[src/rtl/ntt_pkg.sv]
// rtl/ntt_pkg.sv - shared NTT datapath constants and butterfly mode encodings
package ntt_pkg;

  localparam int DW       = 12;
  localparam int Q        = 3329;
  localparam int MUL_LAT  = 4;
  localparam int TW_CONST = 2285;

  localparam logic BF_CT = 1'b0;
  localparam logic BF_GS = 1'b1;

endpackage

[src/rtl/mod_half.sv]
// rtl/mod_half.sv - combinational x/2 mod Q for odd Q
module mod_half #(
  parameter int DW = ntt_pkg::DW,
  parameter int Q  = ntt_pkg::Q
) (
  input  logic [DW-1:0] a_i,
  output logic [DW-1:0] h_o
);

  logic [DW:0] ext;

  // Odd values become even by adding the odd modulus, then shift right.
  always_comb begin
    ext = a_i[0] ? ({1'b0, a_i} + (DW+1)'(Q)) : {1'b0, a_i};
    h_o = ext[DW:1];
  end

endmodule

[src/rtl/modular_add.sv]
// rtl/modular_add.sv - combinational (a + b) mod Q for operands in [0, Q)
module modular_add #(
  parameter int DW = ntt_pkg::DW,
  parameter int Q  = ntt_pkg::Q
) (
  input  logic [DW-1:0] a_i,
  input  logic [DW-1:0] b_i,
  output logic [DW-1:0] s_o
);

  logic [DW:0] sum;

  // One conditional subtract suffices since a + b < 2Q.
  always_comb begin
    sum = {1'b0, a_i} + {1'b0, b_i};
    s_o = (sum >= (DW+1)'(Q)) ? DW'(sum - (DW+1)'(Q)) : DW'(sum);
  end

endmodule

[src/rtl/modular_mul.sv]
// rtl/modular_mul.sv - pipelined a*b mod Q (Barrett reduction), LAT cycles
module modular_mul #(
  parameter int DW  = ntt_pkg::DW,
  parameter int Q   = ntt_pkg::Q,
  parameter int LAT = ntt_pkg::MUL_LAT
) (
  input  logic          clk,
  input  logic [DW-1:0] a_i,
  input  logic [DW-1:0] b_i,
  output logic [DW-1:0] p_o
);

  localparam int PW = 2 * DW;
  localparam int MW = PW + 1;
  // floor(2^PW / Q): never overestimates the quotient, and since p < 2^PW the
  // estimate is short by at most one, leaving r < 2Q.
  localparam longint unsigned BAR_M = (64'd1 << PW) / 64'(Q);

  logic [PW-1:0]    prod;
  logic [PW+MW-1:0] prod_m;
  logic [PW-1:0]    q_est;
  logic [PW-1:0]    r_wide;
  logic [DW:0]      r_nar;
  logic [DW-1:0]    red;

  if (LAT == 1) begin : g_comb_prod
    assign prod = PW'(a_i) * PW'(b_i);
  end else begin : g_reg_prod
    logic [PW-1:0] prod_q;
    // First pipeline stage holds the raw product.
    always_ff @(posedge clk) prod_q <= PW'(a_i) * PW'(b_i);
    assign prod = prod_q;
  end

  // Barrett quotient estimate and single correction step.
  always_comb begin
    prod_m = (PW+MW)'(prod) * (PW+MW)'(BAR_M[MW-1:0]);
    q_est  = PW'(prod_m >> PW);
    r_wide = prod - q_est * PW'(Q);
    r_nar  = (DW+1)'(r_wide);
    red    = (r_nar >= (DW+1)'(Q)) ? DW'(r_nar - (DW+1)'(Q)) : DW'(r_nar);
  end

  shift_reg #(
    .W        (DW),
    .DEPTH    ((LAT > 1) ? LAT - 1 : 1),
    .HAS_RESET(1'b0)
  ) u_red_dly (
    .clk(clk),
    .rst(1'b0),
    .d_i(red),
    .q_o(p_o)
  );

endmodule

[src/rtl/modular_substraction.sv]
// rtl/modular_substraction.sv - combinational (a - b) mod Q for operands in [0, Q)
module modular_substraction #(
  parameter int DW = ntt_pkg::DW,
  parameter int Q  = ntt_pkg::Q
) (
  input  logic [DW-1:0] a_i,
  input  logic [DW-1:0] b_i,
  output logic [DW-1:0] d_o
);

  logic [DW:0] diff;

  // A borrow into the extra bit marks a negative difference; add Q back.
  always_comb begin
    diff = {1'b0, a_i} - {1'b0, b_i};
    d_o  = diff[DW] ? DW'(diff + (DW+1)'(Q)) : DW'(diff);
  end

endmodule

[src/rtl/shift_reg.sv]
// rtl/shift_reg.sv - generic width x depth delay line, reset optional
module shift_reg #(
  parameter int W         = 1,
  parameter int DEPTH     = 1,
  parameter bit HAS_RESET = 1'b0
) (
  input  logic         clk,
  input  logic         rst,
  input  logic [W-1:0] d_i,
  output logic [W-1:0] q_o
);

  logic [W-1:0] sr_q [DEPTH];

  // Shift one slot per cycle; control lines clear on reset, data lines never do.
  always_ff @(posedge clk) begin
    if (HAS_RESET && rst) begin
      for (int i = 0; i < DEPTH; i++) sr_q[i] <= '0;
    end else begin
      sr_q[0] <= d_i;
      for (int i = 1; i < DEPTH; i++) sr_q[i] <= sr_q[i-1];
    end
  end

  assign q_o = sr_q[DEPTH-1];

endmodule

[src/rtl/pe_bfu.sv]
// rtl/pe_bfu.sv - pipelined CT/GS butterfly unit with optional halving
module pe_bfu #(
  parameter int DW       = ntt_pkg::DW,
  parameter int Q        = ntt_pkg::Q,
  parameter int MUL_LAT  = ntt_pkg::MUL_LAT,
  parameter int TW_CONST = ntt_pkg::TW_CONST
) (
  input  logic          clk,
  input  logic          rst,
  input  logic          in_valid,
  input  logic          mode,
  input  logic          tw_sel,
  input  logic          half,
  input  logic [DW-1:0] u,
  input  logic [DW-1:0] v,
  input  logic [DW-1:0] w,
  output logic          out_valid,
  output logic [DW-1:0] bf_a,
  output logic [DW-1:0] bf_b
);

  logic [DW-1:0] u_q, v_q, w_q;
  logic          tw_sel_q;
  logic          valid_q, mode_q, half_q;

  logic [DW-1:0] tw, sum0, diff0, mul_a, side0;
  logic [DW-1:0] prod, side_f;
  logic          valid_f, mode_f, half_f;
  logic [DW-1:0] ct_a, ct_b, gs_ha, gs_hb;
  logic [DW-1:0] bf_a_d, bf_b_d;
  logic [DW-1:0] bf_a_q, bf_b_q;
  logic          out_valid_q;

  // Stage 0 data capture; operand values need no reset.
  always_ff @(posedge clk) begin
    u_q      <= u;
    v_q      <= v;
    w_q      <= w;
    tw_sel_q <= tw_sel;
  end

  // Stage 0 control capture; a sample presented during reset is dropped.
  always_ff @(posedge clk) begin
    if (rst) begin
      valid_q <= 1'b0;
      mode_q  <= 1'b0;
      half_q  <= 1'b0;
    end else begin
      valid_q <= in_valid;
      mode_q  <= mode;
      half_q  <= half;
    end
  end

  assign tw = tw_sel_q ? w_q : DW'(TW_CONST);

  modular_add #(.DW(DW), .Q(Q)) u_add_in (.a_i(u_q), .b_i(v_q), .s_o(sum0));
  modular_substraction #(.DW(DW), .Q(Q)) u_sub_in (.a_i(u_q), .b_i(v_q), .d_o(diff0));

  // GS multiplies the difference and carries the sum; CT multiplies v and carries u.
  assign mul_a = (mode_q == ntt_pkg::BF_GS) ? diff0 : v_q;
  assign side0 = (mode_q == ntt_pkg::BF_GS) ? sum0  : u_q;

  modular_mul #(.DW(DW), .Q(Q), .LAT(MUL_LAT)) u_mul (
    .clk(clk),
    .a_i(mul_a),
    .b_i(tw),
    .p_o(prod)
  );

  shift_reg #(.W(DW), .DEPTH(MUL_LAT), .HAS_RESET(1'b0)) u_side_dly (
    .clk(clk),
    .rst(rst),
    .d_i(side0),
    .q_o(side_f)
  );

  shift_reg #(.W(3), .DEPTH(MUL_LAT), .HAS_RESET(1'b1)) u_ctl_dly (
    .clk(clk),
    .rst(rst),
    .d_i({valid_q, mode_q, half_q}),
    .q_o({valid_f, mode_f, half_f})
  );

  modular_add #(.DW(DW), .Q(Q)) u_add_out (.a_i(side_f), .b_i(prod), .s_o(ct_a));
  modular_substraction #(.DW(DW), .Q(Q)) u_sub_out (.a_i(side_f), .b_i(prod), .d_o(ct_b));
  mod_half #(.DW(DW), .Q(Q)) u_half_a (.a_i(side_f), .h_o(gs_ha));
  mod_half #(.DW(DW), .Q(Q)) u_half_b (.a_i(prod),   .h_o(gs_hb));

  // Final-stage result select: CT add/sub, GS pass-through, optionally halved.
  always_comb begin
    bf_a_d = ct_a;
    bf_b_d = ct_b;
    if (mode_f == ntt_pkg::BF_GS) begin
      if (half_f) begin
        bf_a_d = gs_ha;
        bf_b_d = gs_hb;
      end else begin
        bf_a_d = side_f;
        bf_b_d = prod;
      end
    end
  end

  // Output register loads only on a valid final-stage sample, else holds.
  always_ff @(posedge clk) begin
    if (rst) begin
      out_valid_q <= 1'b0;
      bf_a_q      <= '0;
      bf_b_q      <= '0;
    end else begin
      out_valid_q <= valid_f;
      if (valid_f) begin
        bf_a_q <= bf_a_d;
        bf_b_q <= bf_b_d;
      end
    end
  end

  assign out_valid = out_valid_q;
  assign bf_a      = bf_a_q;
  assign bf_b      = bf_b_q;

endmodule

[config.mk]
export PLATFORM = sky130hd
export DESIGN_NAME = pe_bfu
export DESIGN_NICKNAME = d
export VERILOG_FILES = /design/src/rtl/ntt_pkg.sv /design/src/rtl/mod_half.sv /design/src/rtl/modular_add.sv /design/src/rtl/modular_mul.sv /design/src/rtl/modular_substraction.sv /design/src/rtl/shift_reg.sv /design/src/rtl/pe_bfu.sv
export SDC_FILE = /design/constraint.sdc
export NUM_CORES = 1
export LEC_CHECK = 0
export ABC_AREA = 0
export BUFFER_PORTS_ARGS = -buffer_cell sky130_fd_sc_hd__buf_2
export CORE_UTILIZATION = 45
export DETAILED_ROUTE_END_ITERATION = 10
export SLEW_MARGIN = 40
export SYNTH_ARGS = -nofsm -noshare
export SYNTH_HDL_FRONTEND = slang
export SYNTH_SLANG_ARGS = --single-unit
[constraint.sdc]
create_clock -name clk -period 13.5 [get_ports clk]
set_input_delay 1.35 -clock clk [delete_from_list [all_inputs] [get_ports clk]]
set_output_delay 1.35 -clock clk [all_outputs]
set_load 0.01 [all_outputs]
After elaboration in Yosys (flattened, before gate mapping). Memory sizes are Yosys's and may differ from the RTL's. Index checks and enable logic that the tools add are counted.

Register bits after elaboration: 89. Latch bits: 0. Bits in writable memories: 96. ROM bits: 0. Output and inout port bits: 25. Word-level logic and storage cells: 57. Memories kept: 3.

Memory list: u_side_dly.sr_q (depth 4, width 12, rd ports 4, clocked after Yosys merged registers in 0, write ports 4, line shift_reg.sv:13) `logic [W-1:0] sr_q [DEPTH];`; u_mul.u_red_dly.sr_q (depth 3, width 12, rd ports 3, clocked after Yosys merged registers in 0, write ports 3, line shift_reg.sv:13); u_ctl_dly.sr_q (depth 4, width 3, rd ports 4, clocked after Yosys merged registers in 0, write ports 4, line shift_reg.sv:13).

Add/subtract/negate cells: 12. Multipliers: 3. Div/mod/pow operators: 0. Magnitude comparators: 3. Equality and inequality tests: 0. Shift operators: 0. Mux-type cells: 21. Bitwise gates (word level): 4. Reductions and logical operators: 0.

Operator list (number): $mux W12 (12); $ge A13 B12 Y1 const B (3); $mul A24 B13 Y37 const B (1); $sub A12 B12 Y12 const B (3); $add A12 B12 Y13 (2); $add A12 B12 Y13 const B (2); $mux W13 (2); $sub A12 B12 Y13 (2); $add A12 B12 Y12 const B (2); $mul A12 B12 Y24 (1); $mul A13 B12 Y13 const B (1); $sub A13 B13 Y13 (1); $mux W3 (4); $or A1 B1 Y1 (4); $mux W1 (3).

Depth between registers and ports, before layout.
Depth in word-level cells: 5. Mapped depth: 39. Gate-level depth less buffers: 39.

Modules after synthesis. From an unflattened synthesis, not the netlist that was laid out.

Cell total of the unflattened synthesis: 2152. Area, all modules: 20992.6 um^2.

Modules (own cells, without submodules): modular_mul (times used 1, cells each 1217, area each 11583.6 um^2, sequential area each 480.5 um^2); pe_bfu (times used 1, cells each 223, area each 2845.2 um^2, sequential area each 1301.2 um^2); modular_add (times used 2, cells each 134, area each 1056.0 um^2, sequential area each 0.0 um^2); shift_reg (u_side_dly) (times used 1, cells each 48, area each 960.9 um^2, sequential area each 960.9 um^2); modular_substraction (u_sub_out) (times used 1, cells each 123, area each 899.6 um^2, sequential area each 0.0 um^2); modular_substraction (u_sub_in) (times used 1, cells each 120, area each 873.3 um^2, sequential area each 0.0 um^2); shift_reg (u_mul.u_red_dly) (times used 1, cells each 48, area each 810.8 um^2, sequential area each 720.7 um^2); mod_half (times used 2, cells each 40, area each 270.3 um^2, sequential area each 0.0 um^2); shift_reg (u_ctl_dly) (times used 1, cells each 25, area each 366.6 um^2, sequential area each 240.2 um^2).

Worst setup path before layout. Ideal clock, no wire load.

Kind: register -> register. From: reg u_mul.g_reg_prod.prod_q[9]. To: mem u_mul.u_red_dly.sr_q[0][7] in the netlist's numbering. Data arrival time: 8.812 ns. Path slack: 4.557 ns. Cell stages (with the launch flop): 37. Period minus slack after synthesis: 8.943 ns. Cells stage by stage: dfxtp_1 > fa_1 > fa_1 > fa_1 > fa_1 > inv_1 > fa_1 > inv_1 > ha_1 > a41oi_1 > a21oi_1 > nand3_1 > a21boi_0 > o211ai_1 > a31oi_1 > a211o_1 > a21oi_1 > xnor2_1 > xnor2_1 > ha_1 > o21ba_2 > fa_1 > ha_1 > inv_1 > fa_1 > ha_1 > a21o_1 > o2111ai_1 > o311ai_1 > or4_1 > or3_1 > o31ai_1 > a21o_1 > o21ai_2 > nand3_1 > nor3_1 > xor2_1.

RTL lines: start: declaration (line modular_mul.sv:29) `logic [PW-1:0] prod_q;`; start signal: assignment (line modular_mul.sv:31) `always_ff @(posedge clk) prod_q <= PW'(a_i) * PW'(b_i);`; end: declaration (line shift_reg.sv:13).

==> out/qor.txt <==
================================================================================
Startpoint of the most critical register-to-register path           u_mul.g_reg_prod.prod_q[10]
Floorplan die width                                                       211 µm
Post-synthesis cell type count                                                83
Fin crit share                                                             74.2%
DRT met1 WL                                                              21.1 mm
Capture endpoint of the worst hold path                             u_side_dly.sr_q[1][3]
Synth top area share                                                       24.0%
CP max-delay cell                                                        xnor2_1
Number of buffers created by CTS                                              17
Syn. warnings                                                                  0
Number of pins exceeding their max-slew limit in the final report              0
Synthesized area per cell                                               9.21 µm²
Layout overhead on the synthesized area                                    8.03%
Endpoint kind of the worst setup timing path                           flip-flop
DRC violation count after routing                                              0
Main flop type after synthesis                                           dfxtp_1
# port buffers                                                                66
Beginning of the worst hold path                                    u_side_dly.sr_q[0][3]
Clock tree from TritonCTS                                                   done
Max-cap violation count                                                        0
Flop and latch count out of synthesis                                        185
Outcome                                                                completed
Overflow left after global routing                                             0
DIE AREA                                                               44500 µm²
Unrepaired setup endpoints after global routing                               no
Cell repeated most along the worst path                                     fa_1
Most frequent cells after synthesis                                 362 x inv_1, 275 x ha_1, 236 x fa_1
Register-to-Register Setup Slack                                         3.48 ns
Placement row count                                                           76
First drt pass iteration count                                                 5
First-iteration detailed-routing DRC count                                   639
Setup bufs post-CTS                                                            0
Clock transition at the registers of the reported paths                  0.08 ns
Worst Max-Slew Pin Slew                                                 0.757 ns
Place WS                                                                 3.51 ns
DR WL met2                                                               21.0 mm
Post-Synthesis Cell Area                                               19600 µm²
First-pass GRT wire length                                               73.9 mm
Biggest cell delay along the critical path                               0.62 ns
Number of global-route vias before repair                                  14900
Most instantiated library cell after synthesis                             inv_1
Kind of critical path                                                 reg -> reg
Worst Path Max Fanout                                                         11
Worst setup SP type                                                    flip-flop
Post-CTS Hold Fix Bufs                                                         0
Highest clock rate                                                      99.8 MHz
Via Count                                                                  14400
Largest net degree at the start of global routing                             46
Post-detailed-route wirelength per cell                                  15.9 µm
Final RePlAce weighted congestion                                          0.882
Number of cells on the worst reg-to-reg path                                  37
Number of hold violations in the final report                                  0
Layout fillers                                                              4046
Final HPWL DP                                                            36.5 mm
Synthesized Nets                                                            2687
Clock latency reported for the late side of the worst-skew pair          0.46 ns
Count of flip-flops with a built-in enable after synthesis                     0
End of the worst register-to-register path                          u_mul.u_red_dly.sr_q[0][7]
Post-route antenna net violation count                                         0
Worst Hold Depth                                                               0
Critical path data required time                                        13.89 ns
Final sum of negative setup slack                                           0 ns
Overall routing resource usage                                             20.8%
Worst setup margin                                                       3.48 ns
Share of cells above drive strength 1                                      6.45%
Number of clock sinks seen by CTS                                            185
Maximum clock skew at final layout                                     0.0143 ns
Chip Height                                                               211 µm
Starting density of the core                                               45.6%
H-tree lvl count                                                               4
Arr. time, crit path                                                    10.41 ns
Antenna violations before repair                                               0
Routed met3 length                                                       1.46 mm
Placeable core area                                                    43100 µm²
Via density per instance                                                    5.19
Clock tree root driver cell                                            clkbuf_16
Maximum count of clock buffers along a single path                             2
Mapped Cells                                                                2134
Top cells by area, synth                                            fa_1 24%, dfxtp_1 19%, ha_1 18%, inv_1 6.9%, xnor2_1 4.1%
Final setup violating endpoints                                                0
Routed wire length                                                       44.2 mm
# resized after CTS                                                            0
Max_slew headroom                                                          48.3%
Hold/Removal Path Class                                               reg -> reg
Number of inserted diodes                                                      0
Sequential fraction of the synthesis area                                  18.9%
Share of flip-flops with an asynchronous set or reset                         0%
Uppermost routed layer                                                      met4
Cell taking the most area after synthesis                                   fa_1
Num ports                                                                     67
Final critical-path required period                                     10.02 ns
Nets                                                                        2727
================================================================================
metrics by stage:
step                std cells  utilization [%]  hold slack (ns)  instance area, µm²
floorplan                2134                -            0.310               19600
global placement         2740             47.7            0.312               20500
detailed placement       2740             47.7            0.312               20600
CTS                      2772             49.3            0.322               21200
global route             2772             49.3            0.320               21200
finish                   2772             49.3            0.322               21200
layer usage:
metal  GRT usage [%]  up-vias
met5               0        -
met4            4.92        0
met3            2.71       38
met2            34.8      262
met1            28.4     7014
li1                -     7067
logic make-up (layout without fill, tap and decap cells):
family                   after synthesis  after routing  synth area share, %
AND/OR/NAND/NOR                      525            525                 12.8
adder cells (fa/ha/maj)              511            511                 41.6
buffers and inverters                419            472                 8.22
AO/OA/AOI/OAI                        356            356                 12.2
flip-flops                           185            185                 18.9
XOR/XNOR                             126            126                 5.76
multiplexers                          12             12                0.611
worst max-delay path, delay by kind of cell (launching register included):
kind | cells | cell delay [ns]
xor gates and xnor gates | 6 | 1.77
buffers and inverters | 4 | 0.23
AOI/OAI and AO/OA | 14 | 2.60
adders and majority gates | 10 | 4.22
DFF | 1 | 0.60
and+or+nand+nor | 3 | 0.54
worst max-delay path by stage:
stage                                      startpoint                         end  slack [ns]  cells after the start
after floorplan            u_mul.g_reg_prod.prod_q[9]  u_mul.u_red_dly.sr_q[0][7]        4.56                     36
after global placement    u_mul.g_reg_prod.prod_q[10]  u_mul.u_red_dly.sr_q[0][7]        3.68                     36
after detailed placement  u_mul.g_reg_prod.prod_q[10]  u_mul.u_red_dly.sr_q[0][7]        3.51                     36
after CTS                 u_mul.g_reg_prod.prod_q[10]  u_mul.u_red_dly.sr_q[0][7]        3.48                     37
after global routing      u_mul.g_reg_prod.prod_q[10]  u_mul.u_red_dly.sr_q[0][7]        2.86                     36
final                     u_mul.g_reg_prod.prod_q[10]  u_mul.u_red_dly.sr_q[0][7]        3.48                     37
sequential cells by signal, summed over array words and instances (netlist names):
name / count
bf_a: 12
bf_b: 12
half_q: 1
mode_q: 1
out_valid: 1
tw_sel_q: 1
u_ctl_dly.sr_q: 12
u_mul.g_reg_prod.prod_q: 24
u_mul.u_red_dly.sr_q: 36
u_q: 12
u_side_dly.sr_q: 48
v_q: 12
valid_q: 1
w_q: 12
layout make-up:
| cell class | count | area [µm²] | area share, % |
|---|---|---|---|
| clock inverters | 15 | 233 | 1.10 |
| well taps | 585 | 732 | 3.45 |
| repair buffers | 77 | 413 | 1.95 |
| inverters | 363 | 1360 | 6.42 |
| clock buffers | 17 | 425 | 2.00 |
| multi-input cells | 1530 | 14400 | 67.6 |
| flip-flops and latches | 185 | 3700 | 17.4 |
placed cells by master, fill, tap and decap left out, drive strengths merged, types with 44 or more instances in the layout:
master	n
o21ai	65
nand2	145
inv	368
dfxtp	185
a21oi	104
nor2	147
fa	236
xnor2	93
buf	77
nor2b	44
ha	275
Power is left out: the tool's default activity adds up to more than one toggle a clock period on the data nets, which glitch-free logic cannot reach.
